==> src/rtl/execute_stage.sv <==
// ---------------------------------------------------------------------------
// execute_stage : EX stage of the 5-stage MiniMIPS pipeline.
//   Sits between the ID/EX and EX/MEM registers. It picks the rs and rt
//   operands through the forwarding muxes, chooses SrcB with ALUSrc and the
//   destination register with RegDst. A single-cycle ALU handles
//   AND/OR/ADD/SUB/SLT. MUL runs on an iterative shift-add unit that retires
//   MUL_BPC multiplier bits per cycle and returns the low 32 product bits.
//   While the multiplier runs, StallE freezes IF/ID and ID/EX, and EX/MEM
//   receives bubbles.
//
// Parameters
//   MUL_BPC     multiplier bits per cycle (1,2,4,8); N = 32/MUL_BPC iterations
// Ports
//   CLK, RST              clock (rising edge), async active-low reset
//   RegWriteE..RdE        decoded controls and operands from ID/EX
//   ForwardAE/BE          operand source: 00 RD, 01 ResultW, 10 ALUResultM, 11 RD
//   ALUResultM, ResultW   forwarded values from MEM / WB
//   RegWriteX..WriteRegX  controls, result, store data and dest reg to EX/MEM
//   StallE                1 while a MUL occupies EX (IDLE start cycle + BUSY)
// ---------------------------------------------------------------------------
module execute_stage #(
  parameter int MUL_BPC = 2
) (
  input  logic        CLK,
  input  logic        RST,
  input  logic        RegWriteE,
  input  logic        MemtoRegE,
  input  logic        MemWriteE,
  input  logic        ALUSrcE,
  input  logic        RegDstE,
  input  logic [2:0]  ALUControlE,
  input  logic [31:0] RD1_E,
  input  logic [31:0] RD2_E,
  input  logic [31:0] SignImmE,
  input  logic [4:0]  RtE,
  input  logic [4:0]  RdE,
  input  logic [1:0]  ForwardAE,
  input  logic [1:0]  ForwardBE,
  input  logic [31:0] ALUResultM,
  input  logic [31:0] ResultW,
  output logic        RegWriteX,
  output logic        MemtoRegX,
  output logic        MemWriteX,
  output logic [31:0] ALUOutX,
  output logic [31:0] WriteDataX,
  output logic [4:0]  WriteRegX,
  output logic        StallE
);

  localparam int N  = 32 / MUL_BPC;
  localparam int CW = $clog2(N);

  localparam logic [2:0] OP_AND = 3'b000;
  localparam logic [2:0] OP_OR  = 3'b001;
  localparam logic [2:0] OP_ADD = 3'b010;
  localparam logic [2:0] OP_MUL = 3'b011;
  localparam logic [2:0] OP_SUB = 3'b110;
  localparam logic [2:0] OP_SLT = 3'b111;

  typedef enum logic [1:0] {IDLE = 2'd0, BUSY = 2'd1, DONE = 2'd2} state_t;

  state_t          r_state, w_next;
  logic [31:0]     r_acc, r_mcand, r_mplier;
  logic [CW-1:0]   r_cnt;

  logic [31:0]     w_srca, w_srcb, w_fwdb, w_alu, w_pp;
  logic            w_start, w_stall;

  // ---------------- operand selection ----------------
  always_comb begin
    case (ForwardAE)
      2'b01:   w_srca = ResultW;
      2'b10:   w_srca = ALUResultM;
      default: w_srca = RD1_E;
    endcase
    case (ForwardBE)
      2'b01:   w_fwdb = ResultW;
      2'b10:   w_fwdb = ALUResultM;
      default: w_fwdb = RD2_E;
    endcase
  end

  assign w_srcb  = ALUSrcE ? SignImmE : w_fwdb;
  assign w_start = (ALUControlE == OP_MUL);

  // ---------------- single-cycle ALU ----------------
  always_comb begin
    case (ALUControlE)
      OP_AND:  w_alu = w_srca & w_srcb;
      OP_OR:   w_alu = w_srca | w_srcb;
      OP_ADD:  w_alu = w_srca + w_srcb;
      OP_SUB:  w_alu = w_srca - w_srcb;
      OP_SLT:  w_alu = {31'd0, $signed(w_srca) < $signed(w_srcb)};
      default: w_alu = 32'd0;  // reserved codes; MUL result comes from r_acc
    endcase
  end

  // Partial product of the multiplicand and the low MUL_BPC multiplier bits.
  // Only the low 32 bits are kept, matching the truncated product.
  assign w_pp = r_mcand * {{(32-MUL_BPC){1'b0}}, r_mplier[MUL_BPC-1:0]};

  // ---------------- FSM: state register ----------------
  always_ff @(posedge CLK or negedge RST) begin
    if (!RST) r_state <= IDLE;
    else      r_state <= w_next;
  end

  // ---------------- FSM: next state ----------------
  always_comb begin
    w_next = r_state;
    case (r_state)
      IDLE:    if (w_start) w_next = BUSY;
      BUSY:    if (r_cnt == CW'(N-1)) w_next = DONE;
      // DONE always returns to IDLE. The MUL still held in ID/EX is not
      // restarted because ID/EX advances at the end of the DONE cycle.
      DONE:    w_next = IDLE;
      default: w_next = IDLE;
    endcase
  end

  // ---------------- FSM: outputs ----------------
  // RST gates the stall so it drops as soon as reset asserts, even when a MUL
  // is present on ALUControlE while the FSM sits in IDLE.
  always_comb begin
    w_stall = 1'b0;
    case (r_state)
      IDLE:    w_stall = w_start;
      BUSY:    w_stall = 1'b1;
      default: w_stall = 1'b0;
    endcase
  end

  assign StallE = w_stall & RST;

  // ---------------- multiplier datapath ----------------
  always_ff @(posedge CLK or negedge RST) begin
    if (!RST) begin
      r_acc    <= '0;
      r_mcand  <= '0;
      r_mplier <= '0;
      r_cnt    <= '0;
    end else begin
      case (r_state)
        IDLE: if (w_start) begin
          // Latch the operands here. Later forwarding changes have no effect.
          r_mcand  <= w_srca;
          r_mplier <= w_srcb;
          r_acc    <= '0;
          r_cnt    <= '0;
        end
        BUSY: begin
          r_acc    <= r_acc + w_pp;
          r_mcand  <= r_mcand << MUL_BPC;
          r_mplier <= r_mplier >> MUL_BPC;
          r_cnt    <= r_cnt + 1'b1;
        end
        default: ;
      endcase
    end
  end

  // ---------------- EX/MEM outputs ----------------
  assign ALUOutX    = (r_state == DONE) ? r_acc : w_alu;
  assign WriteDataX = w_fwdb;
  assign WriteRegX  = RegDstE ? RdE : RtE;
  assign RegWriteX  = RegWriteE & ~StallE;
  assign MemtoRegX  = MemtoRegE & ~StallE;
  assign MemWriteX  = MemWriteE & ~StallE;

endmodule

==> config.mk <==
export PLATFORM = sky130hd
export DESIGN_NAME = execute_stage
export DESIGN_NICKNAME = d
export VERILOG_FILES = /design/src/rtl/execute_stage.sv
export SDC_FILE = /design/constraint.sdc
export NUM_CORES = 1
export LEC_CHECK = 0
export BUFFER_PORTS_ARGS = -buffer_cell sky130_fd_sc_hd__buf_2
export CAP_MARGIN = 20
export CORE_ASPECT_RATIO = 1.75
export CORE_MARGIN = 8
export CORE_UTILIZATION = 40
export DETAILED_ROUTE_END_ITERATION = 8
export HOLD_SLACK_MARGIN = 0.1
export PLACE_DENSITY = 0.68
export REMOVE_ABC_BUFFERS = 1
export SLEW_MARGIN = 10
export SYNTH_ARGS = -nofsm -noshare
export SYNTH_HDL_FRONTEND = slang
export SYNTH_SLANG_ARGS = --single-unit
==> constraint.sdc <==
create_clock -name CLK -period 4.1 [get_ports CLK]
set_clock_uncertainty 0.15 [all_clocks]
set_input_delay 0.205 -clock CLK [delete_from_list [all_inputs] [get_ports CLK]]
set_output_delay 0.205 -clock CLK [all_outputs]
set_load 0.005 [all_outputs]
# ---- Word level (Yosys, flattened, before mapping)
# Index checks and enable logic that the tools add are counted.
dict set report totals {
  out_inout_bits 73
  ff_bits 102
  elab_cells 55
  input_bits 184
}
dict set report classes {
  eq_ne 14
  n_reduce_logical 5
  bitwise_logic 7
  multipliers 1
  muxes 18
  n_lt_le_gt_ge 1
  add_sub_neg 4
}
# op n
set ops {}
lappend ops {{$pmux W32 S2} 5}
lappend ops {{$mux W32} 5}
lappend ops {{$pmux W32 S5} 1}
lappend ops {{$add A32 B32 Y32} 2}
lappend ops {{$and A32 B32 Y32} 1}
lappend ops {{$lt A32 B32 Y1} 1}
lappend ops {{$mul A32 B2 Y32} 1}
lappend ops {{$or A32 B32 Y32} 1}
lappend ops {{$sub A32 B32 Y32} 1}
lappend ops {{$pmux W4 S2} 1}
lappend ops {{$eq A2 B1 Y1 const B} 3}
lappend ops {{$eq A2 B2 Y1 const B} 3}
lappend ops {{$eq A3 B2 Y1 const B} 2}
lappend ops {{$eq A3 B3 Y1 const B} 2}
lappend ops {{$mux W5} 1}
lappend ops {{$add A4 B1 Y4 const B} 1}
lappend ops {{$and A1 B1 Y1} 4}
lappend ops {{$eq A4 B4 Y1 const B} 1}
lappend ops {{$mux W2} 2}
lappend ops {{$mux W4} 1}
lappend ops {{$ne A2 B2 Y1 const B} 2}
lappend ops {{$pmux W2 S2} 1}
lappend ops {{$reduce_and A2 Y1} 2}
lappend ops {{$eq A3 B1 Y1 const B} 1}
lappend ops {{5 further kinds} 5}

# ---- Longest topological paths before layout
# Gate-level depths: netlist (run 1).
dict set report depth {
  ltp_word 6
  ltp_mapped 22
  mapped_depth_nobuf 21
}

# ---- Worst setup path before layout (run 1)
# OpenSTA, ideal clock, no wires.
dict set report synth_path {
  kind {input to output}
  startpoint {in ForwardBE[0]}
  endpoint {out ALUOutX[31]}
  path_stages 19
  setup_slack_ps -120
  t_required_ps 3745
  t_arrival_ps 3865
  n_path_buf 2
  path_cell_list {inv_1 -> ha_1 -> clkbuf_1 -> buf_1 -> nor2_1 -> a21oi_1 -> nor2_1 -> a21oi_1 -> ha_1 -> or2_0 -> or3_1 -> a21o_1 -> a211o_1 -> o211ai_2 -> a311oi_1 -> o41ai_2 -> xor2_1 -> a221oi_1 -> o21ai_1}
}
dict set report synth_between {
  elab_chain_cells 6
  elab_cells_between_ends 10
  cone_classes {add/sub: 2; eq/ne: 2; mux: 4; bitwise: 2}
}
# item line_no
set synth_rtl {}
lappend synth_rtl {{start, declared} 38} ;# input logic [1:0] ForwardBE,
lappend synth_rtl {{$eq A2 B2 Y1 or $eq A2 B1 Y1 (tied branches)} 76} ;# case (ForwardBE)
lappend synth_rtl {{$pmux W32 S2 (*)} 76}
lappend synth_rtl {{$mux W32 (*)} 83} ;# assign w_srcb = ALUSrcE ? SignImmE : w_fwdb;
lappend synth_rtl {{$sub A32 B32 Y32 (tied with other cells)} 92} ;# OP_SUB: w_alu = w_srca - w_srcb;
lappend synth_rtl {{$pmux W32 S5 (*)} 88} ;# case (ALUControlE)
lappend synth_rtl {{$mux W32 (*)} 163} ;# assign ALUOutX = (r_state == DONE) ? r_acc : w_alu;
lappend synth_rtl {{end, declared} 44} ;# output logic [31:0] ALUOutX,
# Mark *: on every way between the ends. The rest lies on a longest branch, timed or not.

# ---- Final worst setup path (run 1)
dict set report layout_path {
  startpoint {in ForwardBE[1]}
  endpoint {out ALUOutX[29]}
}
# Same word-level chain as after synthesis.

==> results of run 1 <==
-- placed cells by master, fill, tap and decap left out, types with 15 or more instances in the layout --
cell type / count
a21oi_1: 121
dfrtp_1: 100
buf_4: 398
fa_1: 30
xnor2_1: 35
a21o_1: 29
xor2_1: 17
ha_1: 110
a22oi_1: 118
a221oi_1: 15
nand3_1: 25
nor2_1: 178
o22ai_1: 24
inv_1: 215
nand2_1: 157
buf_2: 251
ha_4: 23
a21oi_2: 69
o21ai_1: 18
o21ai_0: 126
-- per-stage QoR --
step	worst slack [ps]	instances	TNS (ps)	util (%)
3_3_place_gp	-640	2730	-11790	53.0
5_1_grt	-459	2807	-7870	59.5
4_1_cts	-285	2788	-3020	57.0
6_report	-341	2807	-4490	59.5
3_5_place_dp	-683	2731	-13040	53.1
2_1_floorplan	-677	1708	-10320	-
-- sequential cells by signal (all words and copies together) (netlist names) --
signal / flops
r_acc: 32
r_mcand: 32
r_mplier: 32
r_cnt: 4
r_state: 2
-- area by class of cell --
class,count,area [um^2]
clock buffer,10,239
clock inverter,6,52.6
fill,2959,13300
inverter,228,861
multi-input combinational,1378,10600
sequential,102,2550
tap,405,507
timing repair buffer,678,4700
-- worst max-delay path: stages --
cell	delay, ps
buf_8	90
inv_4	30
ha_4	190
buf_12	160
a22oi_2	160
nor2_2	80
a21oi_2	140
nor2_1	80
a21oi_2	120
buf_4	130
ha_4	200
or2_0	230
or3_1	320
a21o_1	200
o211a_1	270
o311ai_2	270
nand4_1	240
a31oi_4	250
xnor2_2	120
a221oi_2	320
o221ai_4	140
buf_2	150
-- worst min path at each step --
stage                       startpoint                        to  slack [ps]  cells after the start
after floorplan                    RST      r_acc[0]$_DFFE_PN0P_        -240                      0
after global placement             RST    r_mcand[1]$_DFFE_PN0P_         -20                      1
after detailed placement           RST    r_mcand[2]$_DFFE_PN0P_         -10                      1
after CTS                 SignImmE[28]  r_mplier[28]$_DFFE_PN0P_         110                      3
after global routing      SignImmE[28]  r_mplier[28]$_DFFE_PN0P_         150                      3
final                              RST    r_mcand[6]$_DFFE_PN0P_         130                      2
-- per-layer routing --
metal / vias to the layer above / routed length (um) / GRT usage [%]
li1: 7516 / - / -
met1: 7625 / 21900 / 31.1
met2: 716 / 30700 / 52.8
met3: 188 / 3080 / 4.13
met4: 0 / 3770 / 17.5
met5: - / 0 / 0
-- what timing repair did --
action	in CTS	in global routing
cloned	1	1
gates resized for setup	156	143
pin swaps	68	53
setup endpoints to repair	29	32
hold buffers	5	0
buffers inserted	35	18
hold endpoints to repair	56	0
-- logic make-up after synthesis --
group / count (synthesis)
adders and majority gates: 174
buffers and inverters: 347
muxes: 15
and+or+nand+nor: 467
DFF: 102
xor gates and xnor gates: 55
AOI/OAI and AO/OA: 667
-- power by group through the flow --
stage                     Combinational [W]  Sequential (W)  Clock, W
after floorplan                     0.00242         0.00159         0
after global placement              0.00419         0.00170         0
after detailed placement            0.00430         0.00170         0
after CTS                           0.00458         0.00169  0.000931
after global routing                0.00532         0.00174  0.000959
final                               0.00491         0.00170  0.000914
==> flow_summary.json, run 1 <==
{
  "status": "complete, but fails checks",
  "violations": "negative setup slack",
  "p_per_area_nw_per_um2": 385,
  "n_antenna_cell": 0,
  "grt_pass1_wl_mm": 90.3,
  "netlist_area_um2": 13300,
  "initial_utilization_pct": 40.4,
  "root_buffer": "clkbuf_16",
  "p_int_w": 0.00396,
  "ir_drop_mv": 0.230,
  "grt_max_degree": 51,
  "pwr-share-clk_pct": 12.2,
  "drive_gt1_share_pct": 38.6,
  "synth.most_common_cell": "inv_1",
  "avgViaCountPerCell": 5.72,
  "r2r-end": "r_acc[24]$_DFFE_PN0P_",
  "first_pass_iters": 5,
  "wl_mm": 59.5,
  "drc": 0,
  "synth-xor-area-share_pct": 3.74,
  "synth-seq-cells": 102,
  "p_leak_nw": 9.80,
  "synth_fa_ha_area_share_pct": 18.3,
  "fin_ws_ps": -341,
  "tritoncts": "done",
  "vias": 16000,
  "whs_ps": 128,
  "clock-sinks": 102,
  "worstSkewPairLatency_ps": 390,
  "crit_end": "ALUOutX[29]",
  "hold_class": "input port to async pin",
  "core_area_um2": 32800,
  "io_pins": 257,
  "hold_viol": 0,
  "switching_share_pct": 47.3,
  "die_height_um": 257,
  "ys_async_sr_fraction_pct": 100,
  "synthDistinctLibCells": 82,
  "synth.avg_cell_area_um2": 7.26,
  "synth_cells": 1827,
  "final.min_clock_period_ps": 4440,
  "cap_violations": 0,
  "track_usage_pct": 29.0,
  "place.gp.congestion": 1.01,
  "synthTopCellsByArea": "dfrtp_1 19%, ha_1 13%, a22oi_1 7.5%",
  "wire_per_inst_um": 21.2,
  "fin_crit_sh_pct": 108,
  "synth_flop_cell": "dfrtp_1",
  "cts_made_buffers": 9,
  "portBuffers": 256,
  "synth_top_area_cell": "dfrtp_1",
  "place_area_um2": 17400,
  "yosys_warnings": 0,
  "r2r_slack_ps": 210,
  "nets": 2755,
  "post-dp-hpwl_mm": 46.3,
  "crit_type": "input port to primary output",
  "fmax_ghz": 0.225,
  "tightest_slew_ps": 886,
  "grt_pass1_vias": 16700,
  "htreeDepth": 3,
  "rsz0062_at_grt": "true",
  "setup_viol": 24,
  "synth_top_cell_area_share_pct": 19.2,
  "die_x_um": 154,
  "antenna_found_initial": 1,
  "crit_path_end_kind": "primary output",
  "power_w": 0.00753,
  "overflow": 0,
  "r2r_start": "r_mplier[0]$_DFFE_PN0P_",
  "yosysSeqAreaShare_pct": 19.2,
  "critPathMaxFanout": 6,
  "clk_pin_slew_ps": 90,
  "synthTopCellsByCount": "225 x inv_1, 192 x a21oi_1, 190 x nor2_1, 158 x nand2_1, 147 x o21ai_0",
  "combPwrFrac_pct": 65.2,
  "yosys.area_share.simple_pct": 15.1,
  "final_cell_area_um2": 19500,
  "reg2reg_depth": 14,
  "cp.arrival_ps": 4090,
  "placementRows": 88,
  "finalMaxSlewViolations": 0,
  "p_switching_w": 0.00356,
  "area_growth_pct": 47.2,
  "die_area_um2": 39500,
  "synth_compound_area_share_pct": 32.3,
  "ant_nets": 0,
  "synth_edf_count": 0,
  "drt_iter0_drc": 1247,
  "critPathLaunchType": "input port",
  "synth_top_family_by_area": "compound AO/OA/AOI/OAI gates",
  "cts_buffer_depth": 2,
  "slew_headroom_pct": 40.9,
  "crit_required_ps": 3740,
  "crit_start": "ForwardBE[1]",
  "muxShareOfSynthArea_pct": 1.18,
  "pwr-share-seq_pct": 22.6
}
Power figures use the tool's default switching activity.
==> run 2: changes to the inputs <==
==> constraint.sdc (replaced) <==
create_clock -name CLK -period 3.9 [get_ports CLK]
set_clock_uncertainty 0.15 [all_clocks]
set_input_delay 0.195 -clock CLK [delete_from_list [all_inputs] [get_ports CLK]]
set_output_delay 0.195 -clock CLK [all_outputs]
set_load 0.05 [all_outputs]
==> flow_summary.json, run 2 (synthesis gave the netlist of run 1 again) <==
{
  "critPathMaxFanout": 5,
  "root_buffer": "clkbuf_16",
  "fmax_ghz": 0.221,
  "pwr-share-seq_pct": 20.2,
  "area_growth_pct": 57.6,
  "cts_made_buffers": 9,
  "violations": "negative setup slack",
  "portBuffers": 256,
  "fin_crit_sh_pct": 116,
  "tritoncts": "done",
  "combPwrFrac_pct": 68.4,
  "crit_type": "input port to primary output",
  "crit_path_end_kind": "primary output",
  "status": "complete, but fails checks",
  "p_per_area_nw_per_um2": 419,
  "grt_pass1_vias": 17100,
  "drive_gt1_share_pct": 43.5,
  "placementRows": 88,
  "whs_ps": 114,
  "setup_viol": 24,
  "crit_chain": "buf_8 -> inv_4 -> ha_4 -> buf_12 -> a22oi_2 -> nor2_2 -> a21oi_4 -> nor2_2 -> a21oi_2 -> ha_1 -> or2_1 -> or3_1 -> a21o_1 -> a211o_1 -> o211ai_2 -> a311oi_2 -> o41ai_2 -> xor2_1 -> a221oi_2 -> o21ai_1 -> buf_6",
  "crit_required_ps": 3560,
  "top_regs": "r_acc x32, r_mcand x32, r_mplier x32",
  "final_cell_mix": "458 x buf_4, 222 x buf_2, 215 x inv_1, 171 x nor2_1, 150 x nand2_1",
  "clock-sinks": 102,
  "ir_drop_mv": 0.288,
  "critPathLaunchType": "input port",
  "pwr-share-clk_pct": 11.4,
  "slowest_delay_ps": 360,
  "avgViaCountPerCell": 5.73,
  "grt_max_degree": 65,
  "io_pins": 257,
  "use_met3_pct": 3.46,
  "hold_viol": 0,
  "place_area_um2": 18100,
  "vias": 16500,
  "worstSkewPairLatency_ps": 380,
  "htreeDepth": 3,
  "antenna_found_initial": 1,
  "p_int_w": 0.00450,
  "initial_utilization_pct": 40.4,
  "grt-busiest-layer": "met2",
  "p_leak_nw": 10.4,
  "layout_commonest_cell": "buf_4",
  "overflow": 0,
  "tightest_slew_ps": 883,
  "place.gp.congestion": 1.01,
  "finalMaxSlewViolations": 0,
  "crit_slowest_cell": "or3_1",
  "cts_buffer_depth": 2,
  "final.min_clock_period_ps": 4530,
  "path_buf_inv": 4,
  "pre_cts_slack_ps": -1140,
  "rsz0062_at_grt": "true",
  "die_height_um": 257,
  "crit_family": "compound AO/OA/AOI/OAI gates",
  "dpl.cell_count": 2793,
  "wire_per_inst_um": 21.6,
  "drt_iter0_drc": 1001,
  "hold_class": "input port to register",
  "die_area_um2": 39500,
  "n_antenna_cell": 0,
  "die_x_um": 154,
  "use_met2_pct": 54.2,
  "final_cell_area_um2": 20900,
  "wl_mm": 62.0,
  "crit_top_cell": "nor2_2",
  "drc": 0,
  "grt_pass1_wl_mm": 92.3,
  "ant_nets": 0,
  "cp.arrival_ps": 4190,
  "fin_cells": 2876,
  "p_switching_w": 0.00427,
  "fin_ws_ps": -633,
  "slew_headroom_pct": 41.1,
  "r2r_slack_ps": 120,
  "cap_violations": 0,
  "switching_share_pct": 48.7,
  "grt_use_met1_pct": 31.0,
  "clk_pin_slew_ps": 90,
  "track_usage_pct": 29.7,
  "nets": 2825,
  "utilization_pct": 63.7,
  "first_pass_iters": 6,
  "core_area_um2": 32800,
  "post-dp-hpwl_mm": 47.5
}
[run 2: cell types whose count changed in the layout (fill, tap and decap cells not counted), sizes merged]
cell / change
dlygate4sd3: -2
bufinv: +1
buf: +72
clkbuf: -1
clkinvlp: +2
clkinv: -2
inv: -1
[run 2: repair_timing]
item,in CTS,in global routing
endpoints found under the hold margin,59,0
pin swaps,112,100
setup buffers,36,33
gates resized for setup,256,200
setup endpoints to repair,36,37
hold buffers,3,0
cloned,4,0
[run 2: worst reg2reg max path, stage by stage (launching register included)]
cell,delay (ps)
dfrtp_1,410
buf_4,160
buf_12,160
nand2_1,90
fa_1,510
inv_1,40
ha_1,330
a21oi_1,270
o211a_1,220
o211ai_1,90
buf_4,170
nand3_2,70
nand2_2,70
nand2_2,100
a21oi_2,70
a211oi_2,300
xnor3_1,260
a22o_1,200
[run 2: power groups by stage]
| stage | Clock (W) | Combinational [W] | Sequential [W] |
|---|---|---|---|
| global placement | 0 | 0.00502 | 0.00177 |
| finish | 0.00100 | 0.00600 | 0.00177 |
| detailed placement | 0 | 0.00513 | 0.00178 |
| floorplan | 0 | 0.00289 | 0.00167 |
| global route | 0.00105 | 0.00643 | 0.00181 |
| CTS | 0.00101 | 0.00557 | 0.00176 |
[run 2: worst paths after layout]
kind | from | to | cells after the start
setup reg to reg | r_mplier[0]$_DFFE_PN0P_ | r_acc[31]$_DFFE_PN0P_ | 17
hold / removal | SignImmE[13] | r_mplier[13]$_DFFE_PN0P_ | 4
setup / recovery | ForwardBE[0] | ALUOutX[31] | 21
min in group asynchronous | RST | r_mplier[5]$_DFFE_PN0P_ | 2
max in group asynchronous | RST | r_mcand[12]$_DFFE_PN0P_ | 3
hold reg to reg | r_mplier[30]$_DFFE_PN0P_ | r_mplier[30]$_DFFE_PN0P_ | 2
[run 2: final cells by class]
type / instances / area [um^2]
Multi-Input combinational cell: 1378 / 11100
Inverter: 228 / 865
Tap cell: 405 / 507
Fill cell: 2815 / 11900
Clock inverter: 6 / 70.1
Sequential cell: 102 / 2550
Timing Repair Buffer: 748 / 5630
Clock buffer: 9 / 225
[run 2: layer usage]
metal / part of all wire [%] / wire [um]
met1: 36 / 22600
met4: 7.7 / 4800
met5: 0.019 / 12
met2: 51 / 31800
met3: 4.6 / 2870
[run 2: through the flow]
stage / power [W] / setup TNS [ps]
finish: 0.00877 / -8990
global route: 0.00929 / -12630
CTS: 0.00834 / -7120
detailed placement: 0.00691 / -22090
global placement: 0.00679 / -21150
floorplan: 0.00455 / -38680
